$ cat src/rtl/mult.sv
// Sequential signed WIDTH x WIDTH multiplier, iterative radix-4 Booth, one partial product per clock.
// Free-running LOAD -> ITER -> WRITE loop; {higher, lower} holds the last product.
module mult #(
   parameter int unsigned WIDTH = 32
) (
   input  logic             clk,
   input  logic             rst,
   input  logic [WIDTH-1:0] a,
   input  logic [WIDTH-1:0] b,
   output logic [WIDTH-1:0] lower,
   output logic [WIDTH-1:0] higher,
   output logic             done
);

   localparam int unsigned ITERS = WIDTH / 2;
   localparam int unsigned CW    = (ITERS > 1) ? $clog2(ITERS) : 1;

   typedef enum logic [1:0] {
      LOAD,
      ITER,
      WRITE
   } state_t;

   state_t           state;
   state_t           state_nxt;
   logic [CW-1:0]    cnt;
   logic [WIDTH-1:0] mcand;
   logic [WIDTH+1:0] acc_hi;
   logic [WIDTH-1:0] acc_lo;
   logic             tail;
   logic [WIDTH+1:0] pp;
   logic [WIDTH+1:0] sum;
   logic             last_iter;

   assign last_iter = (cnt == CW'(ITERS - 1));

   always_ff @(posedge clk) begin
      if (rst) begin
         state <= LOAD;
      end else begin
         state <= state_nxt;
      end
   end

   always_comb begin
      state_nxt = state;
      case (state)
         LOAD:    state_nxt = ITER;
         ITER:    if (last_iter) state_nxt = WRITE;
         WRITE:   state_nxt = LOAD;
         default: state_nxt = LOAD;
      endcase
   end

   // Booth digit from {b[2i+1], b[2i], b[2i-1]}; acc_lo's low bits hold the current pair
   always_comb begin
      pp = '0;
      case ({acc_lo[1:0], tail})
         3'b001, 3'b010: pp = {{2{mcand[WIDTH-1]}}, mcand};
         3'b011:         pp = {mcand[WIDTH-1], mcand, 1'b0};
         3'b100:         pp = -{mcand[WIDTH-1], mcand, 1'b0};
         3'b101, 3'b110: pp = -{{2{mcand[WIDTH-1]}}, mcand};
         default:        pp = '0;
      endcase
   end

   assign sum = acc_hi + pp;

   always_ff @(posedge clk) begin
      if (rst) begin
         cnt    <= '0;
         mcand  <= '0;
         acc_hi <= '0;
         acc_lo <= '0;
         tail   <= 1'b0;
         lower  <= '0;
         higher <= '0;
         done   <= 1'b0;
      end else begin
         done <= 1'b0;
         case (state)
            LOAD: begin
               mcand  <= a;
               acc_lo <= b;
               acc_hi <= '0;
               tail   <= 1'b0;
               cnt    <= '0;
            end
            ITER: begin
               {acc_hi, acc_lo} <= $signed({sum, acc_lo}) >>> 2;
               tail             <= acc_lo[1];
               cnt              <= cnt + CW'(1);
            end
            WRITE: begin
               higher <= acc_hi[WIDTH-1:0];
               lower  <= acc_lo;
               done   <= 1'b1;
            end
            default: ;
         endcase
      end
   end

endmodule

$ cat config.mk
export PLATFORM = sky130hd
export DESIGN_NAME = mult
export DESIGN_NICKNAME = d
export VERILOG_FILES = /design/src/rtl/mult.sv
export SDC_FILE = /design/constraint.sdc
export NUM_CORES = 1
export LEC_CHECK = 0
export CAP_MARGIN = 20
export CORE_MARGIN = 3
export CORE_UTILIZATION = 45
export DETAILED_ROUTE_END_ITERATION = 8
export PLACE_DENSITY = 0.74
export SETUP_SLACK_MARGIN = 0.05
export SYNTH_ARGS = -nofsm -noshare
export SYNTH_HDL_FRONTEND = slang
export SYNTH_SLANG_ARGS = --single-unit
$ cat constraint.sdc
create_clock -name clk -period 8.7 [get_ports clk]
set_input_delay 2.61 -clock clk [delete_from_list [all_inputs] [get_ports clk]]
set_output_delay 2.61 -clock clk [all_outputs]
set_load 0.01 [all_outputs]
==> results of run 1 <==
==> metal layers <==
metal | vias up | wire [um] | share of wire (%)
li1 | 4272 | - | -
met1 | 4013 | 11600 | 47
met2 | 292 | 11200 | 45
met3 | 31 | 1480 | 6.0
met4 | 0 | 397 | 1.6
met5 | - | 0 | 0
==> sequential cells by signal, indices dropped and copies added, names as in the netlist <==
signal / count
acc_hi: 32
acc_lo: 32
higher: 32
lower: 32
mcand: 32
cnt: 4
state: 2
done: 1
tail: 1
==> final timing paths <==
kind | from | endpoint | slack, ns
worst max register to register | tail | acc_hi[25] | 3.09
worst max-delay path | tail | acc_hi[25] | 3.09
worst min register to register | lower[28] | lower[28] | 0.48
worst min-delay path | lower[28] | lower[28] | 0.48
==> power by group through the flow <==
stage	clock network [mW]	logic, mW	registers, mW
2_1_floorplan	0	0.203	0.829
3_3_place_gp	0	0.273	0.840
3_5_place_dp	0	0.276	0.841
4_1_cts	0.807	0.278	0.823
5_1_grt	0.837	0.313	0.828
6_report	0.796	0.282	0.824
==> critical path: stages (launching register included) <==
cell and delay [ns]:
dfxtp_1 0.31, buf_4 0.33, clkinv_1 0.31, nor2_1 0.91, nor2_1 0.41, o21ai_0 0.45, ha_1 0.32, a211oi_1 0.31
nor2_1 0.10, o311ai_0 0.61, a21oi_1 0.18, o21ai_0 0.42, o21ai_0 0.25, a21o_1 0.24, a211o_1 0.29, o211ai_1 0.08
==> cells in the final DEF (no fill, tap or decap), types with 4 or more instances in the layout <==
cell type	count
a211oi_1	9
a21o_1	22
a21oi_1	104
a221oi_1	8
a22o_1	73
a22oi_1	43
a31oi_1	7
and2_1	4
and3_1	5
buf_4	10
clkbuf_16	17
clkdlybuf4s50_1	129
clkinv_8	6
dfxtp_1	166
ha_1	35
inv_1	14
inv_8	4
mux2i_1	32
nand2_1	138
nand2b_1	6
nand3_1	8
nor2_1	130
nor2b_1	7
nor3_1	23
o21a_1	4
o21ai_0	62
o21bai_1	5
o311ai_0	5
o41ai_1	4
or2_2	12
or3_1	16
or4_1	4
xnor2_1	42
xor2_1	16
==> final cells by class <==
class | instances | area, um2
clock buffer | 17 | 425
clock inverter | 15 | 209
fill | 1789 | 8520
inverter | 16 | 60.1
multi-input combinational | 874 | 5550
sequential | 168 | 3370
tap | 265 | 332
timing repair buffer | 140 | 1380
==> per-stage QoR <==
| stage | power, mW | cell area [um2] |
|---|---|---|
| finish | 1.90 | 11300 |
| global route | 1.98 | 11300 |
| CTS | 1.91 | 11300 |
| detailed placement | 1.12 | 10700 |
| global placement | 1.11 | 10700 |
| floorplan | 1.03 | 9280 |
==> kinds of logic after synthesis <==
group | share of synthesized area [%]
compound gates | 27.7
simple gates | 17.9
flops | 36.2
buf+inv | 4.11
xor+xnor | 5.47
fa+ha+maj | 4.93
mux | 3.69
==> qor.yml, run 1 <==
ant_nets: 0
clockBufferDepth: 2
pre_cts_ws_ns: 3.21
postCtsSetupRepairBufs: 0
place.gp.congestion: 0.937
core-area_um2: 19800
synth_seq_cells: 168
final_util_pct: 57.1
max_freq_mhz: 178
sw_frac_of_total_pct: 30.8
layout-drive-gt1-share_pct: 5.93
first_pass_iters: 5
period_share_pct: 64.5
cp_max_fo: 32
root_buffer: "clkbuf_16"
synth_top_area_cell: "dfxtp_1"
insertion_delay_ns: 0.44
fp-row-count: 51
syn_to_final_growth_pct: 22.0
worstMarginPinSlew_ns: 1.11
hold_class: "flop to flop"
port_buffers: 130
diodes: 0
hpwl_um: 17500
pwr-share-clk_pct: 41.9
drv_slew: 0
hold_ws_ns: 0.480
fin_crit_ns: 5.61
synth.distinct_cells: 66
grt.total_usage_pct: 21.8
antenna_found_initial: 0
maxCapViolations: 0
placed_cells: 1462
crit_type: "flop to flop"
synth-edff-count: 0
cts_hold_buf: 0
grtUsageMet1_pct: 30.1
tns_ns: 0
start_kind: "flop"
vias: 8608
grt_start_max_net_pins: 74
h-tree-depth: 4
grt-busiest-layer: "met2"
synth_most_common_cell: "dfxtp_1"
reg2reg_depth: 15
grt_pass1_wl_um: 39800
end_kind: "flop"
cts_tree: "done"
grt_pass1_vias: 7896
final_cell_count_no_fill: 1495
power.density_nw_per_um2: 168
initial_utilization_pct: 46.8
synth_area_leaders: "dfxtp_1 (36%), a22o_1 (6.9%), a21oi_1 (5.6%), nand2_1 (5.6%), nor2_1 (5.3%)"
p_comb_share_pct: 14.8
syn_area_per_cell_um2: 8.18
avgViaCountPerCell: 5.76
die_w_um: 150
hold_violations: 0
final_nets: 1319
p_int_mw: 1.32
path_clk_slew_ns: 0.07
die_h_um: 150
status: "finished clean"
rsz0062_at_grt: "no"
yosysSeqAreaShare_pct: 36.2
numCtsBuffers: 17
use_met3_pct: 3.82
netlist_area_um2: 9280
use_met2_pct: 35.1
p_seq_share_pct: 43.3
clock-sinks: 168
synth_flop_cell: "dfxtp_1"
cp.required_ns: 9.06
wl_per_cell_um: 16.5
synth_nets: 1237
setup_ws_ns: 3.09
cellLeakagePower_nw: 4.58
num_io_pins: 131
cts_resized: 0
relSlewSlack_pct: 25.9
hold_depth: 1
overflow: 0
p_sw_mw: 0.586
synth_top_area_share_pct: 36.2
drt_iter0_markers: 670
synth_commonest_cells: "dfxtp_1 (168), nand2_1 (138), nor2_1 (132), a21oi_1 (104), a22o_1 (73)"
yosysWarningCount: 0
dieArea_um2: 22400
final.setup_skew_ns: 0.0164
synthArstFlopShare_pct: 0
wl_um: 24700
max-vdd-ir-drop_uv: 121
syn_inst: 1135
worstPathArrival_ns: 5.97
drc_errors: 0
setup_viol: 0
Note: power is estimated with default switching activity, not from simulation.
==> inputs of run 2 (changes only) <==
==> constraint.sdc (replaced) <==
create_clock -name clk -period 5.6 [get_ports clk]
set_input_delay 1.68 -clock clk [delete_from_list [all_inputs] [get_ports clk]]
set_output_delay 1.68 -clock clk [all_outputs]
set_load 0.01 [all_outputs]
==> run 2 against run 1 <==
  * Maximum frequency increased by 10%
  * Total power increased by 52%
  * Via count increased by 0.27%
  * Wire length increased by 2.2%
  * Register-to-register slack got worse by 2.6 ns
  * Combinational power increased by 59%
  * First-iteration DRC count increased by 8.5%
  * Clock power increased by 46%
  * Die area unchanged
  * Design area increased by 0.47%
  * Critical path type unchanged
  * Largest cell class unchanged
  * Highest routed layer unchanged
==> qor.yml, run 2 (synthesized netlist as in run 1, its figures left out) <==
antenna_found_initial: 0
num_io_pins: 131
end_kind: "flop"
setup_ws_ns: 0.504
critPathTopFamily: "simple AND/OR/NAND/NOR gates"
die_w_um: 150
tns_ns: 0
max-vdd-ir-drop_uv: 205
first_pass_iters: 6
drc_errors: 0
hold_class: "flop to flop"
final_common_cell: "dfxtp_1"
max_freq_mhz: 196
cpPeakStageDelay_ns: 0.58
setup_viol: 0
power.density_nw_per_um2: 254
grt_pass1_wl_um: 40600
h-tree-depth: 4
port_buffers: 130
clock-sinks: 168
path_clk_slew_ns: 0.08
syn_to_final_growth_pct: 22.6
critPathBufInv: 0
cts_tree: "done"
wl_um: 25300
layout-drive-gt1-share_pct: 6.99
place.gp.congestion: 0.935
pre_cts_ws_ns: 0.592
rsz0062_at_grt: "no"
clockBufferDepth: 2
hold_violations: 0
drt_iter0_markers: 727
final.setup_skew_ns: 0.0112
postCtsSetupRepairBufs: 0
hpwl_um: 17700
initial_utilization_pct: 46.8
final_util_pct: 57.3
root_buffer: "clkbuf_16"
final_nets: 1333
dieArea_um2: 22400
final_area_um2: 11400
drv_slew: 0
cts_resized: 0
layout_common_cells: "dfxtp_1 (166), nand2_1 (138), nor2_1 (130)"
grt_pass1_vias: 7809
overflow: 0
diodes: 0
cts_hold_buf: 0
hold_ws_ns: 0.479
insertion_delay_ns: 0.44
status: "finished clean"
vias: 8631
relSlewSlack_pct: 27.3
die_h_um: 150
fp-row-count: 51
worstPathArrival_ns: 5.46
crit_type: "flop to flop"
grt_start_max_net_pins: 97
cp_max_fo: 7
worstMarginPinSlew_ns: 1.09
fin_crit_ns: 5.10
start_kind: "flop"
core-area_um2: 19800
wl_per_cell_um: 16.8
cp.required_ns: 5.96
ant_nets: 0
numCtsBuffers: 17
cp_slowest_cell: "or4_2"
cp_cell_sequence: "or3_1, or4_1, or2_2, or4_2, nand2_1, xor2_1, o21ai_0, ha_1, nand2_1, a211oi_1, nand3_1, a21oi_1, o21ai_0, o311a_1, or3_1, a31o_1, a31oi_1"
place_area_um2: 10800
avgViaCountPerCell: 5.72
grt.total_usage_pct: 22.4
period_share_pct: 91.0
cellLeakagePower_nw: 4.61
maxCapViolations: 0
==> run 2: final cells by class <==
class / instances / area [um2]
clock inverter: 15 / 154
sequential: 168 / 3370
timing repair buffer: 154 / 1490
fill: 1783 / 8460
tap: 265 / 332
inverter: 16 / 60.1
clock buffer: 17 / 425
multi-input combinational: 874 / 5550
==> run 2: final timing paths <==
kind / depth (start not counted) / end / start / slack, ns
worst max-delay path: 17 / acc_hi[32] / mcand[10] / 0.50
worst min-delay path: 1 / lower[22] / lower[22] / 0.48
worst max register to register: 17 / acc_hi[32] / mcand[10] / 0.50
worst min register to register: 1 / lower[22] / lower[22] / 0.48
==> run 2: through the flow <==
step	instances	power, mW
2_1_floorplan	1135	1.60
3_3_place_gp	1475	1.74
3_5_place_dp	1476	1.74
4_1_cts	1508	2.90
5_1_grt	1509	3.01
6_report	1509	2.89
==> run 2: where the power goes <==
group	switching [mW]	internal, mW
Clock	0.567	0.594
Sequential	0.0456	1.23
Combinational	0.253	0.195
Total	0.865	2.02
==> run 2: worst reg2reg max path, delay by kind of cell, from the launching register on <==
family | cells | cell delay, ns
XOR/XNOR | 1 | 0.16
AO/OA/AOI/OAI | 7 | 1.45
adder cells (fa/ha/maj) | 1 | 0.42
flip-flops | 1 | 0.37
AND/OR/NAND/NOR | 8 | 2.62
==> run 2: layer usage <==
| metal | part of all wire, % | global-route usage, % |
|---|---|---|
| met5 | 0 | 0 |
| met4 | 1.8 | 6.22 |
| met3 | 6.3 | 4.09 |
| met2 | 45 | 34.9 |
| met1 | 47 | 32.0 |
